`src/rtl/imu_seq_pkg.sv`:
```
// imu_seq_pkg: state encoding, configuration write list and read-burst address table for imu_seq.
// Latency: n/a (constants and types only).
// Backpressure: n/a.
// Build option IMU_ACCEL_EN: extends the read burst with the Y-acceleration registers.
package imu_seq_pkg;

  typedef enum logic [2:0] {
    PWR,
    CFG,
    CFG_WAIT,
    IDLE,
    RD,
    RD_WAIT,
    VLD
  } state_t;

  // Sensor configuration writes, issued once after power-up in this order:
  // INT on data ready, accel ODR, gyro ODR, rounding.
  localparam int NUM_CFG   = 4;
  localparam int CFG_IDX_W = $clog2(NUM_CFG);
  localparam logic [15:0] CFG_LIST [NUM_CFG] = '{16'h0D02, 16'h1053, 16'h1150, 16'h1460};

  // Read burst sizes for the two builds.
  localparam int NUM_RD_YAW   = 2;
  localparam int NUM_RD_ACCEL = 4;

`ifdef IMU_ACCEL_EN
  localparam bit ACCEL_EN = 1'b1;
`else
  localparam bit ACCEL_EN = 1'b0;
`endif

  localparam int NUM_RD   = ACCEL_EN ? NUM_RD_ACCEL : NUM_RD_YAW;
  localparam int RD_IDX_W = $clog2(NUM_RD);

  // Register addresses read per data-ready event: yaw L/H, then accel Y L/H.
`ifdef IMU_ACCEL_EN
  localparam logic [6:0] RD_ADDR [NUM_RD] = '{7'h26, 7'h27, 7'h2A, 7'h2B};
`else
  localparam logic [6:0] RD_ADDR [NUM_RD] = '{7'h26, 7'h27};
`endif

  // SPI read command: rw bit set, 7-bit address, dummy data byte.
  function automatic logic [15:0] rd_cmd(input logic [6:0] addr);
    return {1'b1, addr, 8'h00};
  endfunction

endpackage

```
`src/rtl/imu_seq_if.sv`:
```
// imu_seq_if: bundles the SPI monarch handshake and the sensor result bus of imu_seq.
// Latency: n/a (wires only).
// Backpressure: none; done/wrt form a start/complete handshake, vld is a strobe with no ready.
// Signals: INT (sensor data-ready), done/rd_data (from SPI monarch), wrt/cmd (to SPI monarch),
//          yaw_rt/ay/vld (sample output), cfg_done (configuration finished).
interface imu_seq_if;
  logic        INT;
  logic        done;
  logic [15:0] rd_data;
  logic        wrt;
  logic [15:0] cmd;
  logic [15:0] yaw_rt;
  logic [15:0] ay;
  logic        vld;
  logic        cfg_done;

  // master: the sequencer side.
  modport master (
    input  INT, done, rd_data,
    output wrt, cmd, yaw_rt, ay, vld, cfg_done
  );

  // slave: the sensor/SPI/consumer side.
  modport slave (
    output INT, done, rd_data,
    input  wrt, cmd, yaw_rt, ay, vld, cfg_done
  );
endinterface

```
`src/rtl/imu_int_sync.sv`:
```
// imu_int_sync: two-flop synchroniser for the asynchronous sensor interrupt plus rising-edge pulse.
// Latency: pulse is visible 2 clocks after INT is sampled high (one-cycle wide).
// Backpressure: none; the pulse is always produced.
// Ports: clk, rst (async active-high), i_async (raw INT), o_rise (one-cycle edge pulse).
module imu_int_sync (
  input  logic clk,
  input  logic rst,
  input  logic i_async,
  output logic o_rise
);

  logic r_meta;
  logic r_sync;
  logic r_sync_d;

  always_ff @(posedge clk or posedge rst) begin
    if (rst) begin
      r_meta   <= 1'b0;
      r_sync   <= 1'b0;
      r_sync_d <= 1'b0;
    end else begin
      r_meta   <= i_async;
      r_sync   <= r_meta;
      r_sync_d <= r_sync;
    end
  end

  // Edge detect is taken on the synchronised copy only; r_meta is never used downstream.
  assign o_rise = r_sync & ~r_sync_d;

endmodule

```
`src/rtl/imu_seq.sv`:
```
// imu_seq: power-up wait, sensor configuration writes, then INT-triggered register read bursts.
// Latency: INT edge to first wrt 4 clocks; final done of a burst to vld 2 clocks; done to next wrt 2 clocks.
// Backpressure: waits on SPI done for every transaction; at most one INT edge is held pending.
// Ports: clk, rst (async active-high), bus (imu_seq_if.master: INT, done, rd_data in;
//        wrt, cmd, yaw_rt, ay, vld, cfg_done out). Parameter PWR_WAIT: power-up clocks.
// Build option IMU_ACCEL_EN: also reads 0x2A/0x2B and drives ay; otherwise ay is tied to zero.
module imu_seq
  import imu_seq_pkg::*;
#(
  parameter logic [15:0] PWR_WAIT = 16'hFFFF
) (
  input  logic clk,
  input  logic rst,
  imu_seq_if.master bus
);

  state_t                r_state;
  logic [15:0]           r_pwr_cnt;
  logic [CFG_IDX_W-1:0]  r_idx;
  logic [RD_IDX_W-1:0]   r_ridx;
  logic                  r_pend;
  logic                  r_wrt;
  logic                  r_vld;
  logic                  r_cfg_done;
  logic [15:0]           r_cmd;
  logic [15:0]           r_yaw;
  logic [7:0]            r_byte [NUM_RD];
`ifdef IMU_ACCEL_EN
  logic [15:0]           r_ay;
`endif

  logic                  w_int_rise;
  logic                  w_in_burst;
  logic [7:0]            w_unused_rd_hi;

  // Only the low byte of the SPI read word carries register data.
  assign w_unused_rd_hi = bus.rd_data[15:8];

  imu_int_sync u_int_sync (
    .clk     (clk),
    .rst     (rst),
    .i_async (bus.INT),
    .o_rise  (w_int_rise)
  );

  // Edges arriving while a burst is in flight are remembered (one deep);
  // edges before configuration completes are dropped.
  assign w_in_burst = (r_state == RD) || (r_state == RD_WAIT) || (r_state == VLD);

  always_ff @(posedge clk or posedge rst) begin
    if (rst) begin
      r_state    <= PWR;
      r_pwr_cnt  <= 16'h0000;
      r_idx      <= '0;
      r_ridx     <= '0;
      r_pend     <= 1'b0;
      r_wrt      <= 1'b0;
      r_vld      <= 1'b0;
      r_cfg_done <= 1'b0;
      r_cmd      <= 16'h0000;
      r_yaw      <= 16'h0000;
      for (int i = 0; i < NUM_RD; i++) begin
        r_byte[i] <= 8'h00;
      end
`ifdef IMU_ACCEL_EN
      r_ay       <= 16'h0000;
`endif
    end else begin
      r_wrt <= 1'b0;
      r_vld <= 1'b0;

      if (w_int_rise && w_in_burst) begin
        r_pend <= 1'b1;
      end

      case (r_state)
        PWR: begin
          if (r_pwr_cnt == PWR_WAIT) begin
            r_state <= CFG;
          end else begin
            r_pwr_cnt <= r_pwr_cnt + 16'd1;
          end
        end

        CFG: begin
          r_cmd   <= CFG_LIST[r_idx];
          r_wrt   <= 1'b1;
          r_state <= CFG_WAIT;
        end

        CFG_WAIT: begin
          if (bus.done) begin
            r_idx <= r_idx + CFG_IDX_W'(1);
            if (r_idx == CFG_IDX_W'(NUM_CFG - 1)) begin
              r_cfg_done <= 1'b1;
              r_state    <= IDLE;
            end else begin
              r_state <= CFG;
            end
          end
        end

        IDLE: begin
          if (w_int_rise || r_pend) begin
            r_pend  <= 1'b0;
            r_ridx  <= '0;
            r_state <= RD;
          end
        end

        RD: begin
          r_cmd   <= rd_cmd(RD_ADDR[r_ridx]);
          r_wrt   <= 1'b1;
          r_state <= RD_WAIT;
        end

        RD_WAIT: begin
          if (bus.done) begin
            r_byte[r_ridx] <= bus.rd_data[7:0];
            if (r_ridx == RD_IDX_W'(NUM_RD - 1)) begin
              r_state <= VLD;
            end else begin
              r_ridx  <= r_ridx + RD_IDX_W'(1);
              r_state <= RD;
            end
          end
        end

        VLD: begin
          // yaw and ay update together so the consumer never sees a mixed sample.
          r_yaw   <= {r_byte[1], r_byte[0]};
`ifdef IMU_ACCEL_EN
          r_ay    <= {r_byte[3], r_byte[2]};
`endif
          r_vld   <= 1'b1;
          r_state <= IDLE;
        end

        default: begin
          r_state <= PWR;
        end
      endcase
    end
  end

  assign bus.wrt      = r_wrt;
  assign bus.cmd      = r_cmd;
  assign bus.yaw_rt   = r_yaw;
  assign bus.vld      = r_vld;
  assign bus.cfg_done = r_cfg_done;
`ifdef IMU_ACCEL_EN
  assign bus.ay       = r_ay;
`else
  assign bus.ay       = 16'h0000;
`endif

endmodule

```
`src/flat_wrapper.sv`:
```
// flat-port wrapper written by rule: the top's interface ports become plain ports
module imu_seq_flat import imu_seq_pkg::*;
#(
  parameter logic [15:0] PWR_WAIT = 16'hFFFF
)
  (clk, rst, bus_INT, bus_done, bus_rd_data, bus_wrt, bus_cmd, bus_yaw_rt, bus_ay, bus_vld, bus_cfg_done);
  imu_seq_if bus_i ();
  input  logic clk;
  input  logic rst;
  input wire logic [$bits(bus_i.INT)-1:0] bus_INT;
  input wire logic [$bits(bus_i.done)-1:0] bus_done;
  input wire logic [$bits(bus_i.rd_data)-1:0] bus_rd_data;
  output wire logic [$bits(bus_i.wrt)-1:0] bus_wrt;
  output wire logic [$bits(bus_i.cmd)-1:0] bus_cmd;
  output wire logic [$bits(bus_i.yaw_rt)-1:0] bus_yaw_rt;
  output wire logic [$bits(bus_i.ay)-1:0] bus_ay;
  output wire logic [$bits(bus_i.vld)-1:0] bus_vld;
  output wire logic [$bits(bus_i.cfg_done)-1:0] bus_cfg_done;
  assign bus_i.INT = bus_INT;
  assign bus_i.done = bus_done;
  assign bus_i.rd_data = bus_rd_data;
  assign bus_wrt = bus_i.wrt;
  assign bus_cmd = bus_i.cmd;
  assign bus_yaw_rt = bus_i.yaw_rt;
  assign bus_ay = bus_i.ay;
  assign bus_vld = bus_i.vld;
  assign bus_cfg_done = bus_i.cfg_done;
  imu_seq #(.PWR_WAIT(PWR_WAIT)) u_core (.clk(clk), .rst(rst), .bus(bus_i));
endmodule
```
`config.mk`:
```
export PLATFORM = sky130hd
export DESIGN_NAME = imu_seq_flat
export DESIGN_NICKNAME = d
export VERILOG_FILES = /design/src/rtl/imu_seq_pkg.sv /design/src/rtl/imu_seq_if.sv /design/src/rtl/imu_int_sync.sv /design/src/rtl/imu_seq.sv /design/src/flat_wrapper.sv
export SDC_FILE = /design/constraint.sdc
export NUM_CORES = 1
export LEC_CHECK = 0
export BUFFER_PORTS_ARGS = -buffer_cell sky130_fd_sc_hd__buf_2
export CORE_MARGIN = 4
export CORE_UTILIZATION = 50
export CTS_CLUSTER_SIZE = 40
export DETAILED_ROUTE_END_ITERATION = 10
export GPL_TIMING_DRIVEN = 0
export PLACE_DENSITY_LB_ADDON = 0.12
export SLEW_MARGIN = 0
export SYNTH_ARGS = -nofsm -noshare
export SYNTH_HDL_FRONTEND = slang
export SYNTH_SLANG_ARGS = --single-unit
```
`constraint.sdc`:
```
create_clock -name clk -period 3 [get_ports clk]
set_input_delay 0.6 -clock clk [delete_from_list [all_inputs] [get_ports clk]]
set_output_delay 0.6 -clock clk [all_outputs]
set_load 0.01 [all_outputs]
```
# Word level (Yosys, flattened, before mapping)

Cells that the tools add are included.

Bits of input ports: 20
Memories: 0
Bits in latches: 0
Memory bits (writable): 0
Memory bits (read-only): 0
Flip-flop bits (word level): 77

Div/mod/pow operators: 0
Shift operators: 0
$add $sub $neg: 3
Magnitude comparators: 3
Multiply operators: 0
Bitwise gates (word level): 5
Muxes and demuxes: 26
Reductions and logical operators: 15
Eq/ne operators: 12

Operator list:

| operator                | number |
|---|---|
| $bmux W16 S2            | 1 |
| $mux W16                | 2 |
| $pmux W16 S2            | 1 |
| $pmux W3 S7             | 1 |
| $add A16 B1 Y16 const B | 1 |
| $bwmux W16              | 1 |
| $eq A16 B16 Y1 const B  | 1 |
| $mux W7                 | 2 |
| $mux W3                 | 4 |
| $eq A3 B3 Y1 const B    | 3 |
| $mux W1                 | 9 |
| $demux W8 S1            | 1 |
| $mux W8                 | 1 |
| $eq A3 B2 Y1 const B    | 2 |
| $reduce_and A2 Y1       | 3 |
| $reduce_and A3 Y1       | 2 |
| $mux W2                 | 2 |
| $ne A2 B1 Y1 const B    | 2 |
| $ne A2 B2 Y1 const B    | 2 |
| $reduce_and A4 Y1       | 1 |
| $reduce_bool A2 Y1      | 2 |
| $eq A3 B1 Y1 const B    | 1 |
| $ge A3 B3 Y1 const B    | 1 |
| $logic_not A3 Y1        | 1 |
| 13 further kinds        | 17 |

# Longest topological paths before layout

Depth in word-level cells: 7
Depth in mapped cells: 6

# Cells and area by module

A second synthesis with hierarchy kept.

Cells, all modules: 271
Area total of the unflattened synthesis: 3219.3 µm²

Modules (own cells, without submodules):

| module       | instances | cells an instance | area an instance (µm²) |
|---|---|---|---|
| imu_seq      | 1         | 266               | 3126.7 |
| imu_int_sync | 1         | 5                 | 92.6 |

# Worst setup path before layout

OpenSTA, ideal clock, no wires.

Kind: register -> register
Start: reg u_core.r_state[1]
End: reg u_core.r_pwr_cnt[9]
Stages on the path, launching flop included: 7
Period minus slack after synthesis: 1.647 ns
Setup slack: 1.353 ns
Arrival time: 1.519 ns
Library setup time: 0.127 ns
Path buffers: 2
Required time: 2.873 ns
Cell sequence: dfrtp_1 > buf_6 > or3_1 > buf_2 > nor3_1 > nand2_1 > mux2_1

Word-level cells in the longest chain between the ends: 2

RTL lines:

| item                        | line          | text |
|---|---|---|
| from (decl)                 | imu_seq.sv:17 | `state_t r_state;` |
| from (signal assigned)      | imu_seq.sv:52 | `r_state <= PWR;` |
| from (signal assigned)      | imu_seq.sv:79 | `r_state <= CFG;` |
| from (signal assigned)      | imu_seq.sv:88 | `r_state <= CFG_WAIT;` |
| $logic_not A3 Y1            | imu_seq.sv:76 | `case (r_state)` |
| $reduce_and A2 Y1 (no line) | -             |  |
| to (signal assigned)        | imu_seq.sv:81 | `r_pwr_cnt <= r_pwr_cnt + 16'd1;` |
| to (decl)                   | imu_seq.sv:18 | `logic [15:0] r_pwr_cnt;` |

No other way between the ends.
A chain may end at the register's enable or synchronous reset.

# Final worst setup path

Start: reg u_core.r_state[1]
End: reg u_core.r_byte[0] in the netlist's numbering

Word-level cells in the longest chain between the ends: 2

RTL lines:

| item                            | line           | text |
|---|---|---|
| $eq A3 B3 Y1                    | imu_seq.sv:76  |  |
| $reduce_and A2 Y1 (no line)     | -              |  |
| to (signal, indexed assignment) | imu_seq.sv:119 | `r_byte[r_ridx] <= bus.rd_data[7:0];` |
| to (decl)                       | imu_seq.sv:27  | `logic [7:0] r_byte [NUM_RD];` |

No other way between the ends.

==> results.yml <==
routing:
  via_per_inst: 5.04
  wire_per_inst_um: 13.8
  via_count: 2147
  drc: 0
  ant_nets: 0
  drtIter0Drc: 121
  first_pass_iters: 4
  wirelength_um: 5870
grt:
  grt_max_degree: 71
  grt_pass1_wl_um: 10100
  grt_antenna_before_repair: 0
  grt_usage_pct: 16.9
  grt_pass1_vias: 2130
  gr-total-overflow: 0
final_layout:
  drive_above_1_share_pct: 31.9
  seqCellArea_um2: 1750
  multi_input_area_um2: 1280
  fillCellCount: 506
  area_delta_synth_final_pct: 19.4
  antennaDiodeCount: 0
  fin_util_pct: 63.0
  nNetsFinal: 370
floorplan:
  initial_core_util_pct: 52.7
  io_pins: 71
  core_um2: 6100
  die_x_um: 88.2
  die-area_um2: 7780
  rows: 28
  die_h_um: 88.2
clocking:
  cts_root_buf: "clkbuf_8"
  cts_tree: "done"
  cts_resized: 0
  post_cts_buffers: 0
  ctsHoldBuffers: 0
  cts_buffer_depth: 2
  h-tree-depth: 3
  cts_made_buffers: 9
  cts_num_sinks: 70
  path_clk_slew_ns: 0.08
  clk_latency_ns: 0.35
job:
  maxCapViolCount: 0
timing:
  rsz0062_at_grt: "false"
  finClkSkew_ns: 0.00692
  finalHoldViolations: 0
  fmax_ghz: 0.521
  layout_min_cycle_time_ns: 1.92
  fin_hold_ws_ns: 0.353
  slew_viol_final: 0
  slew_headroom_pct: 45.0
  min_period_over_period_pct: 64.0
  tightest_slew_ns: 0.825
  setup_viol: 0
setup_path:
  path_buf_inv: 2
  rr_worst_depth: 5
  path_depth: 5
  worstSetupPathType: "flip-flop to flip-flop"
  worstSetupStartpoint: "u_core.r_state[1]"
  slowest_stage: "nand4_1"
  cp_slowest_stage_delay_ns: 0.51
  reg2reg_to: "u_core.r_byte[0]"
  worstPathRequired_ns: 3.23
  crit_fanout: 10
  crit_end: "u_core.r_byte[0]"
  critPathTopFamily: "simple AND/OR/NAND/NOR gates"
  r2r-start: "u_core.r_state[1]"
  crit_path_end_kind: "flip-flop"
  path_cells: "buf_6, nor2b_1, buf_2, nand4_1, mux2_2"
  crit_arrival_ns: 2.15
  start_kind: "flip-flop"
  rrSetupSlack_ns: 1.08
hold_path:
  hold_path_class: "input pin to flip-flop"
synthesis:
  syn_inst: 274
  synth_warnings: 0
  ys_seq_area_share_pct: 54.5
  syn_area_um2: 3210
  synth_edf_count: 0
  synth_async_sr_flop_share_pct: 100
  synth.avg_cell_area_um2: 11.7
  ys_types: 43
  yosys_most_used_dff: "dfrtp_1"
  synth_seq_cells: 70
placement:
  gp_congestion: 0.775
  dp_hpwl_um: 4080
  numPortBuffers: 42
power_and_ir_drop:
  ir_drop_mv: 0.475
  leakage_nw: 2.05
  p_per_area_nw_per_um2: 502
outcome:
  outcome: "completed"
[Yosys cell counts, drive strengths merged (3+ instances only)]
cell | number | area [um2]
dfrtp | 70 | 1750
mux2 | 35 | 394
buf | 29 | 209
nand2 | 21 | 78.8
o21ai | 14 | 70.1
nor2 | 10 | 37.5
a21oi | 9 | 45.0
nand4 | 9 | 56.3
inv | 8 | 30.0
xnor2 | 8 | 70.1
nor3 | 7 | 40.0
xor2 | 7 | 61.3
a22oi | 6 | 45.0
nand3 | 5 | 25.0
ha | 4 | 50.1
clkbuf | 3 | 11.3
[registers in the layout (all words and copies together) (netlist names)]
signal,cells
u_core.bus.cfg_done,1
u_core.bus.cmd,9
u_core.bus.vld,1
u_core.bus.wrt,1
u_core.bus.yaw_rt,16
u_core.r_byte,16
u_core.r_idx,2
u_core.r_pend,1
u_core.r_pwr_cnt,16
u_core.r_ridx,1
u_core.r_state,3
u_core.u_int_sync.r_meta,1
u_core.u_int_sync.r_sync,1
u_core.u_int_sync.r_sync_d,1
[layer usage]
layer,share of wire [%],track usage [%]
met1,45,21.6
met2,49,27.4
met3,5.4,6.02
met4,1.2,4.53
met5,0,0
[worst register-to-register path: stages (launching register included)]
cell	delay, ns
dfrtp_1	0.38
buf_6	0.13
nor2b_1	0.09
buf_2	0.21
nand4_1	0.51
mux2_2	0.47
[where the power goes]
part | switching (mW) | leakage (nW) | internal [mW]
registers | 0.000615 | 0.941 | 0.945
logic | 0.0372 | 0.993 | 0.0232
clock network | 0.369 | 0.116 | 0.554
total | 0.407 | 2.05 | 1.52
[kinds of logic (layout without fill, tap and decap cells)]
family	Yosys count	in the layout	synth area share, %
flops	70	70	54.5
xor+xnor	15	15	4.09
buf+inv	40	98	7.79
other cells	1	20	0.117
simple gates	67	67	11.0
fa+ha+maj	4	4	1.56
mux	36	36	12.6
compound gates	41	41	8.41
[layout by cell type (no fill, tap or decap), types with 8 or more instances in the layout]
master	netlist	layout
dfrtp_1	70	70
mux2_2	17	17
buf_2	5	47
conb_1	1	20
nor2_1	10	10
nand2_1	21	21
buf_4	23	23
nand4_1	9	9
a21oi_1	9	9
clkbuf_8	0	9
xnor2_1	8	8
o21ai_0	14	14
mux2_1	18	18
[worst min-delay path by stage]
stage                             startpoint                  endpoint  slack, ns  cells past startpoint
finish                               bus_INT  u_core.u_int_sync.r_meta       0.35                      1
floorplan           u_core.u_int_sync.r_meta  u_core.u_int_sync.r_sync       0.33                      0
global route                         bus_INT  u_core.u_int_sync.r_meta       0.34                      1
CTS                                  bus_INT  u_core.u_int_sync.r_meta       0.34                      1
detailed placement  u_core.u_int_sync.r_meta  u_core.u_int_sync.r_sync       0.34                      0
global placement    u_core.u_int_sync.r_meta  u_core.u_int_sync.r_sync       0.34                      0
[stage by stage]
step           instance area [um2]  setup TNS (ns)  setup slack, ns  cells  power (mW)
2_1_floorplan                 3290               0            0.632    293        1.01
3_3_place_gp                  3590          -12.05           -0.175    410        1.02
3_5_place_dp                  3590               0             1.11    410        1.03
4_1_cts                       3840               0             1.08    426        1.95
5_1_grt                       3840               0            0.950    426        2.00
6_report                      3840               0             1.08    426        1.93
[final cells by class]
cell class	count	share of cell area (%)
Buffer	32	5.74
Clock buffer	9	3.23
Clock inverter	7	3.19
Inverter	8	0.847
Multi-Input combinational cell	183	33.4
Sequential cell	70	45.6
Tap cell	75	2.44
Timing Repair Buffer	42	5.48
No activity file was read; power rests on OpenSTA's default activity.
